**config.mk**
```make
export PLATFORM = sky130hd
export DESIGN_NAME = sl_transmitter_flat
export DESIGN_NICKNAME = d
export VERILOG_FILES = /design/src/rtl/sl_pkg.sv /design/src/rtl/sl_transmitter_if.sv /design/src/rtl/sl_symbol_timer.sv /design/src/rtl/sl_transmitter.sv /design/src/flat_wrapper.sv
export SDC_FILE = /design/constraint.sdc
export NUM_CORES = 1
export LEC_CHECK = 0
export CORE_MARGIN = 2
export CORE_UTILIZATION = 60
export CTS_CLUSTER_SIZE = 30
export DETAILED_ROUTE_END_ITERATION = 8
export PLACE_DENSITY = 0.95
export SLEW_MARGIN = 5
export SYNTH_ARGS = -nofsm -noshare
export SYNTH_HDL_FRONTEND = slang
export SYNTH_SLANG_ARGS = --single-unit
```
**constraint.sdc**
```tcl
create_clock -name clk -period 7.1 [get_ports clk]
set_clock_uncertainty 0.2 [all_clocks]
set_input_delay 1.42 -clock clk [delete_from_list [all_inputs] [get_ports clk]]
set_output_delay 1.42 -clock clk [all_outputs]
set_load 0.1 [all_outputs]
```
**src/rtl/sl_pkg.sv**
```systemverilog
// Shared SL line definitions: transmitter state encoding, line constants and
// the odd-parity helper also used by the receiver checker.
package sl_pkg;

  localparam int   SL_MAX_BITS   = 32;
  localparam logic SL_IDLE_LEVEL = 1'b1;

  typedef enum logic [2:0] {
    IDLE,
    BIT_LOW,
    BIT_GAP,
    PAR_LOW,
    PAR_GAP,
    STOP_LOW,
    STOP_GAP
  } sl_tx_state_t;

  // Odd parity over the low n bits of data: the returned bit makes the total
  // count of ones (data bits plus parity) odd.
  function automatic logic sl_odd_parity(input logic [SL_MAX_BITS-1:0] data,
                                         input logic [5:0]             n);
    logic acc;
    acc = 1'b0;
    for (int i = 0; i < SL_MAX_BITS; i++) begin
      if (i < int'(n)) acc = acc ^ data[i];
    end
    return ~acc;
  endfunction

endpackage

```
**src/rtl/sl_transmitter_if.sv**
```systemverilog
// Host request/status handshake plus the two SL pad lines.
interface sl_transmitter_if;
  import sl_pkg::*;

  logic                   start;
  logic [SL_MAX_BITS-1:0] data_in;
  logic [5:0]             bit_count;
  logic                   busy;
  logic                   done;
  logic                   len_err;
  logic                   sl0;
  logic                   sl1;

  // Host side: issues requests, observes status and the line.
  modport master (output start, data_in, bit_count,
                  input  busy, done, len_err, sl0, sl1);

  // Transmitter side.
  modport slave  (input  start, data_in, bit_count,
                  output busy, done, len_err, sl0, sl1);
endinterface

```
**src/rtl/sl_symbol_timer.sv**
```systemverilog
// Loadable down-counter timing each pulse/gap symbol. Load with (cycles-1);
// expired is high in the final cycle of the interval.
module sl_symbol_timer #(
  parameter int CNT_W = 16
) (
  input  logic             clk,
  input  logic             rst_n,
  input  logic             load,
  input  logic [CNT_W-1:0] load_val,
  output logic             expired
);

  logic [CNT_W-1:0] count_q;

  // Count down to zero and hold there until the next load.
  // NOTE: state registers use non-blocking assignments so every flop samples
  // pre-edge values, independent of process ordering.
  always_ff @(posedge clk or negedge rst_n) begin
    if (!rst_n) begin
      count_q <= '0;
    end else if (load) begin
      count_q <= load_val;
    end else if (count_q != '0) begin
      count_q <= count_q - CNT_W'(1);
    end
  end

  assign expired = (count_q == '0);

endmodule

```
**src/rtl/sl_transmitter.sv**
```systemverilog
// SL two-wire transmitter: serialises 1..32 data bits LSB first, an odd
// parity bit and a stop symbol as low pulses separated by both-high gaps.
// All outputs are registered from the next-state decode, so the lines change
// on the same edge the FSM enters a symbol state.
module sl_transmitter
  import sl_pkg::*;
#(
  parameter int PULSE_CYCLES = 4,
  parameter int GAP_CYCLES   = 4,
  parameter int CNT_W        = 16
) (
  input  logic               clk,
  input  logic               rst_n,
  sl_transmitter_if.slave    bus
);

  localparam logic [CNT_W-1:0] PULSE_LOAD = CNT_W'(PULSE_CYCLES - 1);
  localparam logic [CNT_W-1:0] GAP_LOAD   = CNT_W'(GAP_CYCLES - 1);

  sl_tx_state_t           state_q, state_d;
  logic [SL_MAX_BITS-1:0] shreg_q;
  logic [5:0]             remaining_q;
  logic                   parity_q;

  logic             load;
  logic [CNT_W-1:0] load_val;
  logic             expired;
  logic             accept;
  logic             shift;
  logic             len_ok;
  logic             sym_bit;
  logic             done_d, len_err_d, sl0_d, sl1_d;
  logic             busy_q, done_q, len_err_q, sl0_q, sl1_q;

  sl_symbol_timer #(.CNT_W(CNT_W)) u_timer (
    .clk      (clk),
    .rst_n    (rst_n),
    .load     (load),
    .load_val (load_val),
    .expired  (expired)
  );

  assign len_ok = (bus.bit_count != 6'd0) && (bus.bit_count <= 6'(SL_MAX_BITS));

  // State register.
  always_ff @(posedge clk or negedge rst_n) begin
    if (!rst_n) state_q <= IDLE;
    else        state_q <= state_d;
  end

  // Next-state, timer reload and event decode.
  // NOTE: every variable gets a default before the case so no path leaves it
  // unassigned, which would otherwise infer a latch.
  always_comb begin
    state_d   = state_q;
    load      = 1'b0;
    load_val  = PULSE_LOAD;
    accept    = 1'b0;
    shift     = 1'b0;
    done_d    = 1'b0;
    len_err_d = 1'b0;
    case (state_q)
      IDLE: begin
        if (bus.start) begin
          if (len_ok) begin
            accept  = 1'b1;
            load    = 1'b1;
            state_d = BIT_LOW;
          end else begin
            len_err_d = 1'b1;
          end
        end
      end
      BIT_LOW: if (expired) begin
        load = 1'b1; load_val = GAP_LOAD; state_d = BIT_GAP;
      end
      BIT_GAP: if (expired) begin
        shift   = 1'b1;
        load    = 1'b1;
        state_d = (remaining_q == 6'd1) ? PAR_LOW : BIT_LOW;
      end
      PAR_LOW: if (expired) begin
        load = 1'b1; load_val = GAP_LOAD; state_d = PAR_GAP;
      end
      PAR_GAP: if (expired) begin
        load = 1'b1; state_d = STOP_LOW;
      end
      STOP_LOW: if (expired) begin
        load = 1'b1; load_val = GAP_LOAD; state_d = STOP_GAP;
      end
      STOP_GAP: if (expired) begin
        done_d  = 1'b1;
        state_d = IDLE;
      end
      default: state_d = IDLE;
    endcase
  end

  // Line levels for the state being entered; the symbol bit is looked ahead
  // so it lines up with the shift register update on the same edge.
  always_comb begin
    sym_bit = shreg_q[0];
    if (accept)     sym_bit = bus.data_in[0];
    else if (shift) sym_bit = shreg_q[1];
    if (state_d == PAR_LOW) sym_bit = parity_q;
    sl0_d = SL_IDLE_LEVEL;
    sl1_d = SL_IDLE_LEVEL;
    case (state_d)
      BIT_LOW, PAR_LOW: begin
        if (sym_bit) sl1_d = ~SL_IDLE_LEVEL;
        else         sl0_d = ~SL_IDLE_LEVEL;
      end
      STOP_LOW: begin
        sl0_d = ~SL_IDLE_LEVEL;
        sl1_d = ~SL_IDLE_LEVEL;
      end
      default: ;
    endcase
  end

  // Word datapath: latch on accept, shift and count down after each data gap.
  // NOTE: the shift register is reset along with the control state; it is
  // small and a known value keeps the line decode free of X after reset.
  always_ff @(posedge clk or negedge rst_n) begin
    if (!rst_n) begin
      shreg_q     <= '0;
      remaining_q <= '0;
      parity_q    <= 1'b0;
    end else if (accept) begin
      shreg_q     <= bus.data_in;
      remaining_q <= bus.bit_count;
      parity_q    <= sl_odd_parity(bus.data_in, bus.bit_count);
    end else if (shift) begin
      shreg_q     <= shreg_q >> 1;
      remaining_q <= remaining_q - 6'd1;
    end
  end

  // Registered outputs; reset drives the lines high, never low.
  always_ff @(posedge clk or negedge rst_n) begin
    if (!rst_n) begin
      sl0_q     <= SL_IDLE_LEVEL;
      sl1_q     <= SL_IDLE_LEVEL;
      busy_q    <= 1'b0;
      done_q    <= 1'b0;
      len_err_q <= 1'b0;
    end else begin
      sl0_q     <= sl0_d;
      sl1_q     <= sl1_d;
      busy_q    <= (state_d != IDLE);
      done_q    <= done_d;
      len_err_q <= len_err_d;
    end
  end

  assign bus.sl0     = sl0_q;
  assign bus.sl1     = sl1_q;
  assign bus.busy    = busy_q;
  assign bus.done    = done_q;
  assign bus.len_err = len_err_q;

endmodule

```
**src/flat_wrapper.sv**
```systemverilog
// flat-port wrapper written by rule: the top's interface ports become plain ports
module sl_transmitter_flat import sl_pkg::*;
#(
  parameter int PULSE_CYCLES = 4,
  parameter int GAP_CYCLES   = 4,
  parameter int CNT_W        = 16
)
  (clk, rst_n, bus_start, bus_data_in, bus_bit_count, bus_busy, bus_done, bus_len_err, bus_sl0, bus_sl1);
  sl_transmitter_if bus_i ();
  input  logic clk;
  input  logic rst_n;
  input wire logic [$bits(bus_i.start)-1:0] bus_start;
  input wire logic [$bits(bus_i.data_in)-1:0] bus_data_in;
  input wire logic [$bits(bus_i.bit_count)-1:0] bus_bit_count;
  output wire logic [$bits(bus_i.busy)-1:0] bus_busy;
  output wire logic [$bits(bus_i.done)-1:0] bus_done;
  output wire logic [$bits(bus_i.len_err)-1:0] bus_len_err;
  output wire logic [$bits(bus_i.sl0)-1:0] bus_sl0;
  output wire logic [$bits(bus_i.sl1)-1:0] bus_sl1;
  assign bus_i.start = bus_start;
  assign bus_i.data_in = bus_data_in;
  assign bus_i.bit_count = bus_bit_count;
  assign bus_busy = bus_i.busy;
  assign bus_done = bus_i.done;
  assign bus_len_err = bus_i.len_err;
  assign bus_sl0 = bus_i.sl0;
  assign bus_sl1 = bus_i.sl1;
  sl_transmitter #(.PULSE_CYCLES(PULSE_CYCLES), .GAP_CYCLES(GAP_CYCLES), .CNT_W(CNT_W)) u_core (.clk(clk), .rst_n(rst_n), .bus(bus_i));
endmodule
```
==> impl_metrics.ini <==
[run_status]
run_status = completed

[synth]
yosysSeqAreaShare_pct = 41.3
number_of_standard_cells_after_synthesis = 454
synth_seq_cells = 63
synth_top_area_share_pct = 39.9
yosysTopAreaCell = sky130_fd_sc_hd__dfrtp_1
number_of_synthesized_flops_with_an_enable_pin = 0
ys_async_sr_fraction_pct = 100
synth.distinct_cells = 63
postSynth.topFlopCell = sky130_fd_sc_hd__dfrtp_1
yosysWarnings = 0
postSynthNetCount = 498
avg_synthesized_cell_area_um2 = 8.42
mappedNetlistArea_um2 = 3820
post_synth_main_area_contributors = sky130_fd_sc_hd__dfrtp_1 (40%), sky130_fd_sc_hd__nand2_1 (8.3%), sky130_fd_sc_hd__nor2_1 (6.2%)

[detailed_routing]
drt_first_pass_iters = 5
route.detailed.drc = 0
final_antenna_net_count = 0
wl_per_cell_um = 16.4
totalWireLength_mm = 9.30
routed_via_density = 6.15
vias = 3493
drt_iter0_markers = 276

[worst_hold_path]
hp-class = reg -> reg
timing.hold.worst_path_depth = 1

[clocking]
ctsHtreeMaxLevel = 3
cts_tree = yes
hold_buffers = 0
cts-root-buf = sky130_fd_sc_hd__clkbuf_8
cts_num_sinks = 63
ctsLongestPathBuffers = 2
post_cts_buffers = 0
numCtsBuffers = 9
worst_skew_pair.late_latency_ns = 0.35
clk_pin_slew_worst_paths_ns = 0.08
post_cts.resized_instances = 0

[cells_and_area]
finalInstanceArea_um2 = 4510
fin_nets = 530
final-seq-area_um2 = 1580
num_antenna_cells = 0
ratio_of_cells_with_drive_above_1_in_the_final_layout_pct = 5.70
fillerInstances = 450
synthToLayoutAreaGrowth_pct = 17.8
mostFrequentLayoutCells = sky130_fd_sc_hd__nand2_1 (85), sky130_fd_sc_hd__nor2_1 (63), sky130_fd_sc_hd__dfrtp_1 (61)
multi_input_area_um2 = 2110
mostFrequentLayoutCell = sky130_fd_sc_hd__nand2_1

[timing]
fin_crit_period_ns = 4.83
final_min_period_over_clock_period_pct = 68.1
worst_pin_slew_ns = 0.975
maxClockFrequency_mhz = 207
slew_headroom_pct = 34.8
timing.final.hold_violations = 0
setup_total_negative_slack_ns = 0
setup_viol = 0
grt_setup_unrepaired = no
count_of_final_max_slew_check_failures = 0

[global_route]
vias_in_the_first_global_route = 3415
number_of_antenna_violations_at_the_first_check_in_global_routing = 0
grt.total_usage_pct = 28.0
grt_overflow_total = 0
grt_pass1_wl_mm = 16.0
largest_net_degree_at_the_start_of_global_routing = 64

[floorplan]
design.core.area_um2 = 6240
ioPinCount = 46
fp-row-count = 29
floorplan.die.width_um = 83.8
die_area_um2 = 7030
initial_core_util_pct = 61.3
chipHeight_um = 83.8

[pwr]
power.leakage_nw = 1.91
pwr_density_cell_nw_per_um2 = 348
power.ir.vdd_worst_v = 0.000240

[placement]
half_perimeter_wire_length_of_the_detailed_placement_result_mm = 6.23
place.gp.congestion = 0.843
port_buffers = 45
dpl-instance-area_um2 = 4290

[job]
cap_violations = 0

[worst_setup_path]
arrival_ns = 4.91
critPathLaunchType = input port
worst-endpoint-required_ns = 7.17
timing.critical_path.fanout_max = 36
critPathCaptureType = register
worstRegToRegCells = 9
setup.worst_path.class = in -> reg
==> routing by layer <==
layer	vias up	GRT usage (%)	share of wire, %
met3	24	5.14	5.6
met2	137	47.3	50
met4	0	11.3	2.5
li1	1653	-	-
met1	1679	35.6	42
met5	-	0	0
==> kinds of logic after synthesis <==
kind of cell	count (synthesis)	synth area share, %
compound gates	101	17.7
xor+xnor	40	10.1
fa+ha+maj	4	1.24
buf+inv	36	3.83
flops	63	41.3
mux	3	0.785
simple gates	207	25.1
==> power by group <==
group          switching [mW]  internal [mW]  leakage (nW)  total (mW)
logic                   0.319          0.245          1.07       0.564
clock network           0.141          0.206         0.110       0.348
registers               0.130          0.525         0.730       0.655
==> synthesized netlist by cell type (all sizes together), types with 4 or more instances <==
cell / number
nor3: 9
nand2: 85
nand3: 9
nor2b: 5
dfrtp: 61
nand3b: 5
a21oi: 8
nand2b: 5
o21ai: 25
xor2: 16
nor2: 63
inv: 8
a31oi: 31
xnor2: 22
o221ai: 4
nor4: 5
clkbuf: 12
buf: 16
o22ai: 5
==> worst max-delay path, cell delays in order <==
cell	delay [ns]
sky130_fd_sc_hd__clkdlybuf4s50_1	0.81
sky130_fd_sc_hd__or4_4	0.74
sky130_fd_sc_hd__nor2_1	0.13
sky130_fd_sc_hd__xnor2_1	0.23
sky130_fd_sc_hd__nand3_2	0.53
sky130_fd_sc_hd__buf_4	0.46
sky130_fd_sc_hd__a31o_1	0.25
sky130_fd_sc_hd__o21ba_1	0.17
sky130_fd_sc_hd__o21ai_1	0.14
==> metrics by stage <==
| step | cells | utilization [%] | hold WS (ns) | total power [mW] | setup slack [ns] |
|---|---|---|---|---|---|
| finish | 568 | 72.2 | 0.322 | 1.57 | 2.27 |
| global route | 568 | 72.2 | 0.358 | 1.67 | 2.03 |
| CTS | 568 | 72.2 | 0.325 | 1.57 | 2.31 |
| detailed placement | 552 | 68.7 | 0.308 | 1.21 | 1.97 |
| global placement | 552 | 68.7 | 0.289 | 1.17 | 2.16 |
| floorplan | 454 | - | 0.266 | 1.06 | 3.47 |
==> flip-flops by register name, summed over array words and instances (netlist names) <==
register and cells:
u_core.u_timer.count_q 16, u_core.bus.sl1 1, u_core.shreg_q 32, u_core.bus.len_err 1, u_core.parity_q 1, u_core.bus.sl0 1, u_core.bus.done 1, u_core.state_q 3
u_core.bus.busy 1, u_core.remaining_q 6
==> layout make-up <==
class,count,share of cell area [%]
clock buffer,12,3.22
clock inverter,4,1.56
inverter,8,0.666
multi-input combinational,355,46.8
sequential,63,35.0
tap,77,2.14
timing repair buffer,49,10.6
==> worst paths after layout <==
check	slack, ns	startpoint	to
worst max-delay path	2.27	bus_bit_count[1]	u_core.bus.sl0
max in group asynchronous	5.14	rst_n	u_core.shreg_q[26]
worst max register to register	4.13	u_core.u_timer.count_q[7]	u_core.remaining_q[4]
worst min register to register	0.32	u_core.u_timer.count_q[1]	u_core.u_timer.count_q[1]
min in group asynchronous	1.03	rst_n	u_core.remaining_q[0]
worst min-delay path	0.32	u_core.u_timer.count_q[1]	u_core.u_timer.count_q[1]
No activity file was read; power rests on OpenSTA's default activity.
